`config.mk`:
```
export PLATFORM = sky130hd
export DESIGN_NAME = id_ex_pipe_reg_flat
export DESIGN_NICKNAME = d
export VERILOG_FILES = /design/src/rtl/id_ex_pipe_reg_if.sv /design/src/rtl/id_ex_pipe_reg.sv /design/src/flat_wrapper.sv
export SDC_FILE = /design/constraint.sdc
export NUM_CORES = 1
export LEC_CHECK = 0
export ABC_AREA = 1
export ABC_CLOCK_PERIOD_IN_PS = 9880
export CAP_MARGIN = 10
export CORE_MARGIN = 2
export CORE_UTILIZATION = 45
export CTS_CLUSTER_DIAMETER = 80
export CTS_CLUSTER_SIZE = 24
export DETAILED_ROUTE_END_ITERATION = 10
export GPL_TIMING_DRIVEN = 0
export PLACE_DENSITY = 0.86
export REMOVE_ABC_BUFFERS = 1
export SETUP_SLACK_MARGIN = 0.15
export SKIP_LAST_GASP = 1
export SYNTH_ARGS = -nofsm -noshare
export SYNTH_HDL_FRONTEND = slang
export SYNTH_SLANG_ARGS = --single-unit
```
`constraint.sdc`:
```
create_clock -name clk -period 9.88 [get_ports clk]
set_clock_uncertainty 0.2 [all_clocks]
set_input_delay 2.964 -clock clk [delete_from_list [all_inputs] [get_ports clk]]
set_output_delay 2.964 -clock clk [all_outputs]
set_load 0.01 [all_outputs]
```
`src/rtl/id_ex_pipe_reg_if.sv`:
```
// ID/EX pipeline register bus: decode-side inputs and EX-side outputs.
// master drives the decode side, slave is the pipeline register.
interface id_ex_pipe_reg_if #(
  parameter int DATA_W  = 32,
  parameter int RADDR_W = 5,
  parameter int CNT_W   = 16
);
  logic               stall;
  logic               flush;
  logic               id_valid;
  logic               RegDst_i;
  logic               Jump_i;
  logic               Branch_i;
  logic               MemRead_i;
  logic               MemToReg_i;
  logic [1:0]         ALUOp_i;
  logic               MemWrite_i;
  logic               ALUSrc_i;
  logic               RegWrite_i;
  logic [DATA_W-1:0]  pc4_i;
  logic [DATA_W-1:0]  rd1_i;
  logic [DATA_W-1:0]  rd2_i;
  logic [DATA_W-1:0]  imm_i;
  logic [RADDR_W-1:0] rs_i;
  logic [RADDR_W-1:0] rt_i;
  logic [RADDR_W-1:0] rd_i;
  logic               RegDst_o;
  logic               Jump_o;
  logic               Branch_o;
  logic               MemRead_o;
  logic               MemToReg_o;
  logic [1:0]         ALUOp_o;
  logic               MemWrite_o;
  logic               ALUSrc_o;
  logic               RegWrite_o;
  logic [DATA_W-1:0]  pc4_o;
  logic [DATA_W-1:0]  rd1_o;
  logic [DATA_W-1:0]  rd2_o;
  logic [DATA_W-1:0]  imm_o;
  logic [RADDR_W-1:0] rs_o;
  logic [RADDR_W-1:0] rt_o;
  logic [RADDR_W-1:0] rd_o;
  logic               ex_valid;
  logic [CNT_W-1:0]   bubble_cnt;

  modport master (
    output stall, flush, id_valid,
    output RegDst_i, Jump_i, Branch_i, MemRead_i, MemToReg_i,
    output ALUOp_i, MemWrite_i, ALUSrc_i, RegWrite_i,
    output pc4_i, rd1_i, rd2_i, imm_i, rs_i, rt_i, rd_i,
    input  RegDst_o, Jump_o, Branch_o, MemRead_o, MemToReg_o,
    input  ALUOp_o, MemWrite_o, ALUSrc_o, RegWrite_o,
    input  pc4_o, rd1_o, rd2_o, imm_o, rs_o, rt_o, rd_o,
    input  ex_valid, bubble_cnt
  );

  modport slave (
    input  stall, flush, id_valid,
    input  RegDst_i, Jump_i, Branch_i, MemRead_i, MemToReg_i,
    input  ALUOp_i, MemWrite_i, ALUSrc_i, RegWrite_i,
    input  pc4_i, rd1_i, rd2_i, imm_i, rs_i, rt_i, rd_i,
    output RegDst_o, Jump_o, Branch_o, MemRead_o, MemToReg_o,
    output ALUOp_o, MemWrite_o, ALUSrc_o, RegWrite_o,
    output pc4_o, rd1_o, rd2_o, imm_o, rs_o, rt_o, rd_o,
    output ex_valid, bubble_cnt
  );
endinterface

```
`src/rtl/id_ex_pipe_reg.sv`:
```
// ID/EX pipeline register with stall, flush, control sanitising
// and a saturating bubble counter.
module id_ex_pipe_reg #(
  parameter int DATA_W  = 32,
  parameter int RADDR_W = 5,
  parameter int CNT_W   = 16
) (
  input logic           clk,
  input logic           rst,
  id_ex_pipe_reg_if.slave bus
);

  logic               RegDst_q, RegDst_d;
  logic               Jump_q, Jump_d;
  logic               Branch_q, Branch_d;
  logic               MemRead_q, MemRead_d;
  logic               MemToReg_q, MemToReg_d;
  logic [1:0]         ALUOp_q, ALUOp_d;
  logic               MemWrite_q, MemWrite_d;
  logic               ALUSrc_q, ALUSrc_d;
  logic               RegWrite_q, RegWrite_d;
  logic [DATA_W-1:0]  pc4_q, pc4_d;
  logic [DATA_W-1:0]  rd1_q, rd1_d;
  logic [DATA_W-1:0]  rd2_q, rd2_d;
  logic [DATA_W-1:0]  imm_q, imm_d;
  logic [RADDR_W-1:0] rs_q, rs_d;
  logic [RADDR_W-1:0] rt_q, rt_d;
  logic [RADDR_W-1:0] rd_q, rd_d;
  logic               valid_q, valid_d;
  logic [CNT_W-1:0]   cnt_q, cnt_d;
  logic [CNT_W-1:0]   cnt_inc;
  logic               ctl_en;
  logic               alu_en;

  // an invalid decode slot loads every control as 0
  assign ctl_en  = bus.id_valid;
  assign alu_en  = bus.id_valid & ~bus.Jump_i;
  assign cnt_inc = (&cnt_q) ? cnt_q : cnt_q + CNT_W'(1);

  // next state: flush beats stall beats load
  always_comb begin
    RegDst_d   = RegDst_q;
    Jump_d     = Jump_q;
    Branch_d   = Branch_q;
    MemRead_d  = MemRead_q;
    MemToReg_d = MemToReg_q;
    ALUOp_d    = ALUOp_q;
    MemWrite_d = MemWrite_q;
    ALUSrc_d   = ALUSrc_q;
    RegWrite_d = RegWrite_q;
    pc4_d      = pc4_q;
    rd1_d      = rd1_q;
    rd2_d      = rd2_q;
    imm_d      = imm_q;
    rs_d       = rs_q;
    rt_d       = rt_q;
    rd_d       = rd_q;
    valid_d    = valid_q;
    cnt_d      = cnt_q;
    if (bus.flush) begin
      RegDst_d   = 1'b0;
      Jump_d     = 1'b0;
      Branch_d   = 1'b0;
      MemRead_d  = 1'b0;
      MemToReg_d = 1'b0;
      ALUOp_d    = 2'b00;
      MemWrite_d = 1'b0;
      ALUSrc_d   = 1'b0;
      RegWrite_d = 1'b0;
      pc4_d      = '0;
      rd1_d      = '0;
      rd2_d      = '0;
      imm_d      = '0;
      rs_d       = '0;
      rt_d       = '0;
      rd_d       = '0;
      valid_d    = 1'b0;
      cnt_d      = cnt_inc;
    end else if (!bus.stall) begin
      RegDst_d   = ctl_en & bus.RegWrite_i & bus.RegDst_i;
      Jump_d     = ctl_en & bus.Jump_i;
      Branch_d   = ctl_en & bus.Branch_i;
      MemRead_d  = ctl_en & bus.MemRead_i;
      MemToReg_d = ctl_en & bus.RegWrite_i & bus.MemToReg_i;
      ALUOp_d    = alu_en ? bus.ALUOp_i : 2'b00;
      MemWrite_d = ctl_en & bus.MemWrite_i;
      ALUSrc_d   = alu_en & bus.ALUSrc_i;
      RegWrite_d = ctl_en & bus.RegWrite_i;
      pc4_d      = bus.pc4_i;
      rd1_d      = bus.rd1_i;
      rd2_d      = bus.rd2_i;
      imm_d      = bus.imm_i;
      rs_d       = bus.rs_i;
      rt_d       = bus.rt_i;
      rd_d       = bus.rd_i;
      valid_d    = bus.id_valid;
      if (!bus.id_valid) cnt_d = cnt_inc;
    end
  end

  // state registers, cleared to a bubble on reset
  always_ff @(posedge clk or posedge rst) begin
    if (rst) begin
      RegDst_q   <= 1'b0;
      Jump_q     <= 1'b0;
      Branch_q   <= 1'b0;
      MemRead_q  <= 1'b0;
      MemToReg_q <= 1'b0;
      ALUOp_q    <= 2'b00;
      MemWrite_q <= 1'b0;
      ALUSrc_q   <= 1'b0;
      RegWrite_q <= 1'b0;
      pc4_q      <= '0;
      rd1_q      <= '0;
      rd2_q      <= '0;
      imm_q      <= '0;
      rs_q       <= '0;
      rt_q       <= '0;
      rd_q       <= '0;
      valid_q    <= 1'b0;
      cnt_q      <= '0;
    end else begin
      RegDst_q   <= RegDst_d;
      Jump_q     <= Jump_d;
      Branch_q   <= Branch_d;
      MemRead_q  <= MemRead_d;
      MemToReg_q <= MemToReg_d;
      ALUOp_q    <= ALUOp_d;
      MemWrite_q <= MemWrite_d;
      ALUSrc_q   <= ALUSrc_d;
      RegWrite_q <= RegWrite_d;
      pc4_q      <= pc4_d;
      rd1_q      <= rd1_d;
      rd2_q      <= rd2_d;
      imm_q      <= imm_d;
      rs_q       <= rs_d;
      rt_q       <= rt_d;
      rd_q       <= rd_d;
      valid_q    <= valid_d;
      cnt_q      <= cnt_d;
    end
  end

  assign bus.RegDst_o   = RegDst_q;
  assign bus.Jump_o     = Jump_q;
  assign bus.Branch_o   = Branch_q;
  assign bus.MemRead_o  = MemRead_q;
  assign bus.MemToReg_o = MemToReg_q;
  assign bus.ALUOp_o    = ALUOp_q;
  assign bus.MemWrite_o = MemWrite_q;
  assign bus.ALUSrc_o   = ALUSrc_q;
  assign bus.RegWrite_o = RegWrite_q;
  assign bus.pc4_o      = pc4_q;
  assign bus.rd1_o      = rd1_q;
  assign bus.rd2_o      = rd2_q;
  assign bus.imm_o      = imm_q;
  assign bus.rs_o       = rs_q;
  assign bus.rt_o       = rt_q;
  assign bus.rd_o       = rd_q;
  assign bus.ex_valid   = valid_q;
  assign bus.bubble_cnt = cnt_q;

endmodule
```
`src/flat_wrapper.sv`:
```
// flat-port wrapper written by rule: the top's interface ports become plain ports
module id_ex_pipe_reg_flat 
#(
  parameter int DATA_W  = 32,
  parameter int RADDR_W = 5,
  parameter int CNT_W   = 16
)
  (clk, rst, bus_stall, bus_flush, bus_id_valid, bus_RegDst_i, bus_Jump_i, bus_Branch_i, bus_MemRead_i, bus_MemToReg_i, bus_ALUOp_i, bus_MemWrite_i, bus_ALUSrc_i, bus_RegWrite_i, bus_pc4_i, bus_rd1_i, bus_rd2_i, bus_imm_i, bus_rs_i, bus_rt_i, bus_rd_i, bus_RegDst_o, bus_Jump_o, bus_Branch_o, bus_MemRead_o, bus_MemToReg_o, bus_ALUOp_o, bus_MemWrite_o, bus_ALUSrc_o, bus_RegWrite_o, bus_pc4_o, bus_rd1_o, bus_rd2_o, bus_imm_o, bus_rs_o, bus_rt_o, bus_rd_o, bus_ex_valid, bus_bubble_cnt);
  id_ex_pipe_reg_if #(.DATA_W(DATA_W), .RADDR_W(RADDR_W), .CNT_W(CNT_W)) bus_i ();
  input logic clk;
  input logic rst;
  input wire logic [$bits(bus_i.stall)-1:0] bus_stall;
  input wire logic [$bits(bus_i.flush)-1:0] bus_flush;
  input wire logic [$bits(bus_i.id_valid)-1:0] bus_id_valid;
  input wire logic [$bits(bus_i.RegDst_i)-1:0] bus_RegDst_i;
  input wire logic [$bits(bus_i.Jump_i)-1:0] bus_Jump_i;
  input wire logic [$bits(bus_i.Branch_i)-1:0] bus_Branch_i;
  input wire logic [$bits(bus_i.MemRead_i)-1:0] bus_MemRead_i;
  input wire logic [$bits(bus_i.MemToReg_i)-1:0] bus_MemToReg_i;
  input wire logic [$bits(bus_i.ALUOp_i)-1:0] bus_ALUOp_i;
  input wire logic [$bits(bus_i.MemWrite_i)-1:0] bus_MemWrite_i;
  input wire logic [$bits(bus_i.ALUSrc_i)-1:0] bus_ALUSrc_i;
  input wire logic [$bits(bus_i.RegWrite_i)-1:0] bus_RegWrite_i;
  input wire logic [$bits(bus_i.pc4_i)-1:0] bus_pc4_i;
  input wire logic [$bits(bus_i.rd1_i)-1:0] bus_rd1_i;
  input wire logic [$bits(bus_i.rd2_i)-1:0] bus_rd2_i;
  input wire logic [$bits(bus_i.imm_i)-1:0] bus_imm_i;
  input wire logic [$bits(bus_i.rs_i)-1:0] bus_rs_i;
  input wire logic [$bits(bus_i.rt_i)-1:0] bus_rt_i;
  input wire logic [$bits(bus_i.rd_i)-1:0] bus_rd_i;
  output wire logic [$bits(bus_i.RegDst_o)-1:0] bus_RegDst_o;
  output wire logic [$bits(bus_i.Jump_o)-1:0] bus_Jump_o;
  output wire logic [$bits(bus_i.Branch_o)-1:0] bus_Branch_o;
  output wire logic [$bits(bus_i.MemRead_o)-1:0] bus_MemRead_o;
  output wire logic [$bits(bus_i.MemToReg_o)-1:0] bus_MemToReg_o;
  output wire logic [$bits(bus_i.ALUOp_o)-1:0] bus_ALUOp_o;
  output wire logic [$bits(bus_i.MemWrite_o)-1:0] bus_MemWrite_o;
  output wire logic [$bits(bus_i.ALUSrc_o)-1:0] bus_ALUSrc_o;
  output wire logic [$bits(bus_i.RegWrite_o)-1:0] bus_RegWrite_o;
  output wire logic [$bits(bus_i.pc4_o)-1:0] bus_pc4_o;
  output wire logic [$bits(bus_i.rd1_o)-1:0] bus_rd1_o;
  output wire logic [$bits(bus_i.rd2_o)-1:0] bus_rd2_o;
  output wire logic [$bits(bus_i.imm_o)-1:0] bus_imm_o;
  output wire logic [$bits(bus_i.rs_o)-1:0] bus_rs_o;
  output wire logic [$bits(bus_i.rt_o)-1:0] bus_rt_o;
  output wire logic [$bits(bus_i.rd_o)-1:0] bus_rd_o;
  output wire logic [$bits(bus_i.ex_valid)-1:0] bus_ex_valid;
  output wire logic [$bits(bus_i.bubble_cnt)-1:0] bus_bubble_cnt;
  assign bus_i.stall = bus_stall;
  assign bus_i.flush = bus_flush;
  assign bus_i.id_valid = bus_id_valid;
  assign bus_i.RegDst_i = bus_RegDst_i;
  assign bus_i.Jump_i = bus_Jump_i;
  assign bus_i.Branch_i = bus_Branch_i;
  assign bus_i.MemRead_i = bus_MemRead_i;
  assign bus_i.MemToReg_i = bus_MemToReg_i;
  assign bus_i.ALUOp_i = bus_ALUOp_i;
  assign bus_i.MemWrite_i = bus_MemWrite_i;
  assign bus_i.ALUSrc_i = bus_ALUSrc_i;
  assign bus_i.RegWrite_i = bus_RegWrite_i;
  assign bus_i.pc4_i = bus_pc4_i;
  assign bus_i.rd1_i = bus_rd1_i;
  assign bus_i.rd2_i = bus_rd2_i;
  assign bus_i.imm_i = bus_imm_i;
  assign bus_i.rs_i = bus_rs_i;
  assign bus_i.rt_i = bus_rt_i;
  assign bus_i.rd_i = bus_rd_i;
  assign bus_RegDst_o = bus_i.RegDst_o;
  assign bus_Jump_o = bus_i.Jump_o;
  assign bus_Branch_o = bus_i.Branch_o;
  assign bus_MemRead_o = bus_i.MemRead_o;
  assign bus_MemToReg_o = bus_i.MemToReg_o;
  assign bus_ALUOp_o = bus_i.ALUOp_o;
  assign bus_MemWrite_o = bus_i.MemWrite_o;
  assign bus_ALUSrc_o = bus_i.ALUSrc_o;
  assign bus_RegWrite_o = bus_i.RegWrite_o;
  assign bus_pc4_o = bus_i.pc4_o;
  assign bus_rd1_o = bus_i.rd1_o;
  assign bus_rd2_o = bus_i.rd2_o;
  assign bus_imm_o = bus_i.imm_o;
  assign bus_rs_o = bus_i.rs_o;
  assign bus_rt_o = bus_i.rt_o;
  assign bus_rd_o = bus_i.rd_o;
  assign bus_ex_valid = bus_i.ex_valid;
  assign bus_bubble_cnt = bus_i.bubble_cnt;
  id_ex_pipe_reg #(.DATA_W(DATA_W), .RADDR_W(RADDR_W), .CNT_W(CNT_W)) u_core (.clk(clk), .rst(rst), .bus(bus_i));
endmodule
```
==> impl_metrics.env <==
export IMPL_crit_arrival_ns=5.91
export IMPL_drc_errors=0
export IMPL_hp_class="reg2reg"
export IMPL_status="complete, no violations"
export IMPL_antenna_left=0
export IMPL_ys_seq_area_frac=0.593
export IMPL_cts_clk_slew_worst_paths_ns=0.06
export IMPL_r2r_cells=8
export IMPL_cp_max_fo=81
export IMPL_maxSlewViolCount=0
export IMPL_die_area_sq_um=17000
export IMPL_ir_worst_vdd_mv=0.128
export IMPL_layout_nets=1263
export IMPL_synth_most_common_cell="nand2_1"
export IMPL_synthCells=806
export IMPL_drt_first_pass_iters=5
export IMPL_dieHeight_um=130
export IMPL_cts_sinks=170
export IMPL_cts_root_buf="clkbuf_16"
export IMPL_cap_violations=0
export IMPL_hold_viol_final=0
export IMPL_hpwl_mm=14.6
export IMPL_startpoint_type="primary input"
export IMPL_grt_start_max_net_pins=121
export IMPL_synth_area_sq_um=7180
export IMPL_fmax_mhz=174
export IMPL_drive_above_1_share=0.0618
export IMPL_synthArstFlopShare=1.00
export IMPL_fin_util=0.709
export IMPL_min_from="u_core.bus.imm_o[25]"
export IMPL_die_w_um=130
export IMPL_synth_edf_count=0
export IMPL_whs_endpoint="u_core.bus.imm_o[25]"
export IMPL_ctsHtreeMaxLevel=4
export IMPL_placementRows=46
export IMPL_wirelength_mm=21.6
export IMPL_worstPathRequired_ns=10.04
export IMPL_p_total_mw=1.74
export IMPL_grt_first_pass_wirelength_mm=32.8
export IMPL_max_slew_margin=0.216
export IMPL_io_pins=328
export IMPL_grt_overflow=0
export IMPL_coreArea_sq_um=15700
export IMPL_yosys_register_bits=170
export IMPL_ff2ff_setup_slack_ns=8.13
export IMPL_hold_buffers=0
export IMPL_grt_pass1_vias=6442
export IMPL_synth_area_top_cells="dfrtp_1 59%, nand2_1 18%, a21oi_1 5.6%, nand3_1 5.5%, clkbuf_1 1.3%"
export IMPL_wl_per_cell_um=16.2
export IMPL_synthDistinctLibCells=29
export IMPL_setup_tns_ns=0
export IMPL_numCtsBuffers=17
export IMPL_reg2reg_to="u_core.bus.bubble_cnt[13]"
export IMPL_ctsResizeCount=0
export IMPL_cts_tree="yes"
export IMPL_crit_type="in2reg"
export IMPL_vias_per_cell=4.88
export IMPL_gp_congestion=0.861
export IMPL_min_period_ns=5.75
export IMPL_drtIter0Drc=410
export IMPL_p_leak_nw=5.10
export IMPL_end_kind="register"
export IMPL_vias=6511
export IMPL_avgSynthCellArea_sq_um=8.90
export IMPL_synth_main_ff_cell="dfrtp_1"
export IMPL_portBuffers=327
export IMPL_post_cts_buffers=0
export IMPL_track_usage=0.251
export IMPL_yosys_area_top_type="dfrtp_1"
export IMPL_setup_violations=0
export IMPL_dp_slack_ns=3.70
export IMPL_cts_buffer_depth=2
export IMPL_fin_ws_ns=4.13
export IMPL_tightest_slew_ns=1.17
export IMPL_fin_crit_sh=0.582
export IMPL_clk_latency_ns=0.42
export IMPL_rsz0062_at_grt="no"
export IMPL_initial_core_util=0.457
export IMPL_synth_top_area_share=0.593
export IMPL_synth_warning_count=0
export IMPL_synth_commonest_cells="342 x nand2_1, 170 x dfrtp_1, 80 x a21oi_1"
export IMPL_antenna_found_initial=1
export IMPL_p_per_area_nw_per_um2=156
export IMPL_hold_path_depth=2
export IMPL_timing_rr_start="u_core.bus.bubble_cnt[0]"
export IMPL_area_growth_pct=55.2
## registers in the layout, indices dropped and copies added, names as in the netlist
register and count:
u_core.bus.MemWrite_o 1, u_core.bus.RegWrite_o 1, u_core.bus.rd2_o 32, u_core.bus.bubble_cnt 16, u_core.bus.MemRead_o 1, u_core.bus.MemToReg_o 1
u_core.bus.Branch_o 1, u_core.bus.rd_o 5, u_core.bus.pc4_o 32, u_core.bus.Jump_o 1, u_core.bus.rt_o 5, u_core.bus.ALUOp_o 2
u_core.bus.ex_valid 1, u_core.bus.rs_o 5, u_core.bus.ALUSrc_o 1, u_core.bus.RegDst_o 1, u_core.bus.rd1_o 32, u_core.bus.imm_o 32
## stage by stage
step | hold WS [ns] | area [sq um] | instances
6_report | 0.268 | 11100 | 1335
5_1_grt | 0.286 | 11100 | 1334
4_1_cts | 0.274 | 11100 | 1333
3_5_place_dp | 0.257 | 10600 | 1301
3_3_place_gp | 0.252 | 10500 | 1298
2_1_floorplan | 0.309 | 6920 | 755
## how the worst max path moves through the flow
stage | depth (start not counted) | endpoint | from | slack (ns)
after floorplan | 1 | u_core.bus.ALUOp_o[0] | rst | 2.11
after global placement | 2 | u_core.bus.Branch_o | rst | -0.30
after detailed placement | 7 | u_core.bus.imm_o[28] | bus_flush | 3.70
after CTS | 7 | u_core.bus.imm_o[27] | bus_flush | 4.16
after global routing | 7 | u_core.bus.rd2_o[30] | bus_flush | 3.92
final | 7 | u_core.bus.imm_o[27] | bus_flush | 4.13
## cells by family (layout without fill, tap and decap cells)
group                      after synthesis  count (layout)  synth area share
and+or+nand+nor                        466             466             0.284
DFF                                    170             170             0.593
AOI/OAI and AO/OA                       90              90            0.0683
buffers and inverters                   75             386            0.0481
xor gates and xnor gates                 4               4           0.00488
adders and majority gates                1               1           0.00174
other                                    0               2                 0
## worst max-delay path, cell delays in order
cell and delay (ns):
buf_4 0.35, inv_2 0.97, nand2_2 0.49, inv_2 0.57
buf_12 0.30, nand2_1 0.09, nand2_1 0.07
## report_power, final
group | switching, mW | internal, mW | total, mW
Sequential | 0.0307 | 0.738 | 0.769
Clock | 0.288 | 0.382 | 0.670
Combinational | 0.139 | 0.160 | 0.299
## final cells by class
cell class              count  area, sq um
well taps                 216          270
repair buffers            330         3340
diodes                      2         5.00
multi-input cells         561         2580
clock buffers              20          447
clock inverters            12          140
fillers                  1202         4570
flip-flops and latches    170         4250
inverters                  24          105
## layer usage
metal	GRT usage	routed length, um
met1	0.282	7990
met2	0.415	10800
met3	0.112	2070
met4	0.109	701
met5	0	0
## placed cells by master, fill, tap and decap left out, types with 5 or more instances in the layout
cell type	count
a21oi_1	80
a32o_1	5
clkbuf_16	17
clkdlybuf4s50_1	325
clkinvlp_4	6
dfrtp_1	170
inv_1	15
inv_2	6
nand2_1	342
nand2_2	6
nand3_1	79
nand3_2	9
nor2_1	15
Power figures use the tool's default switching activity.
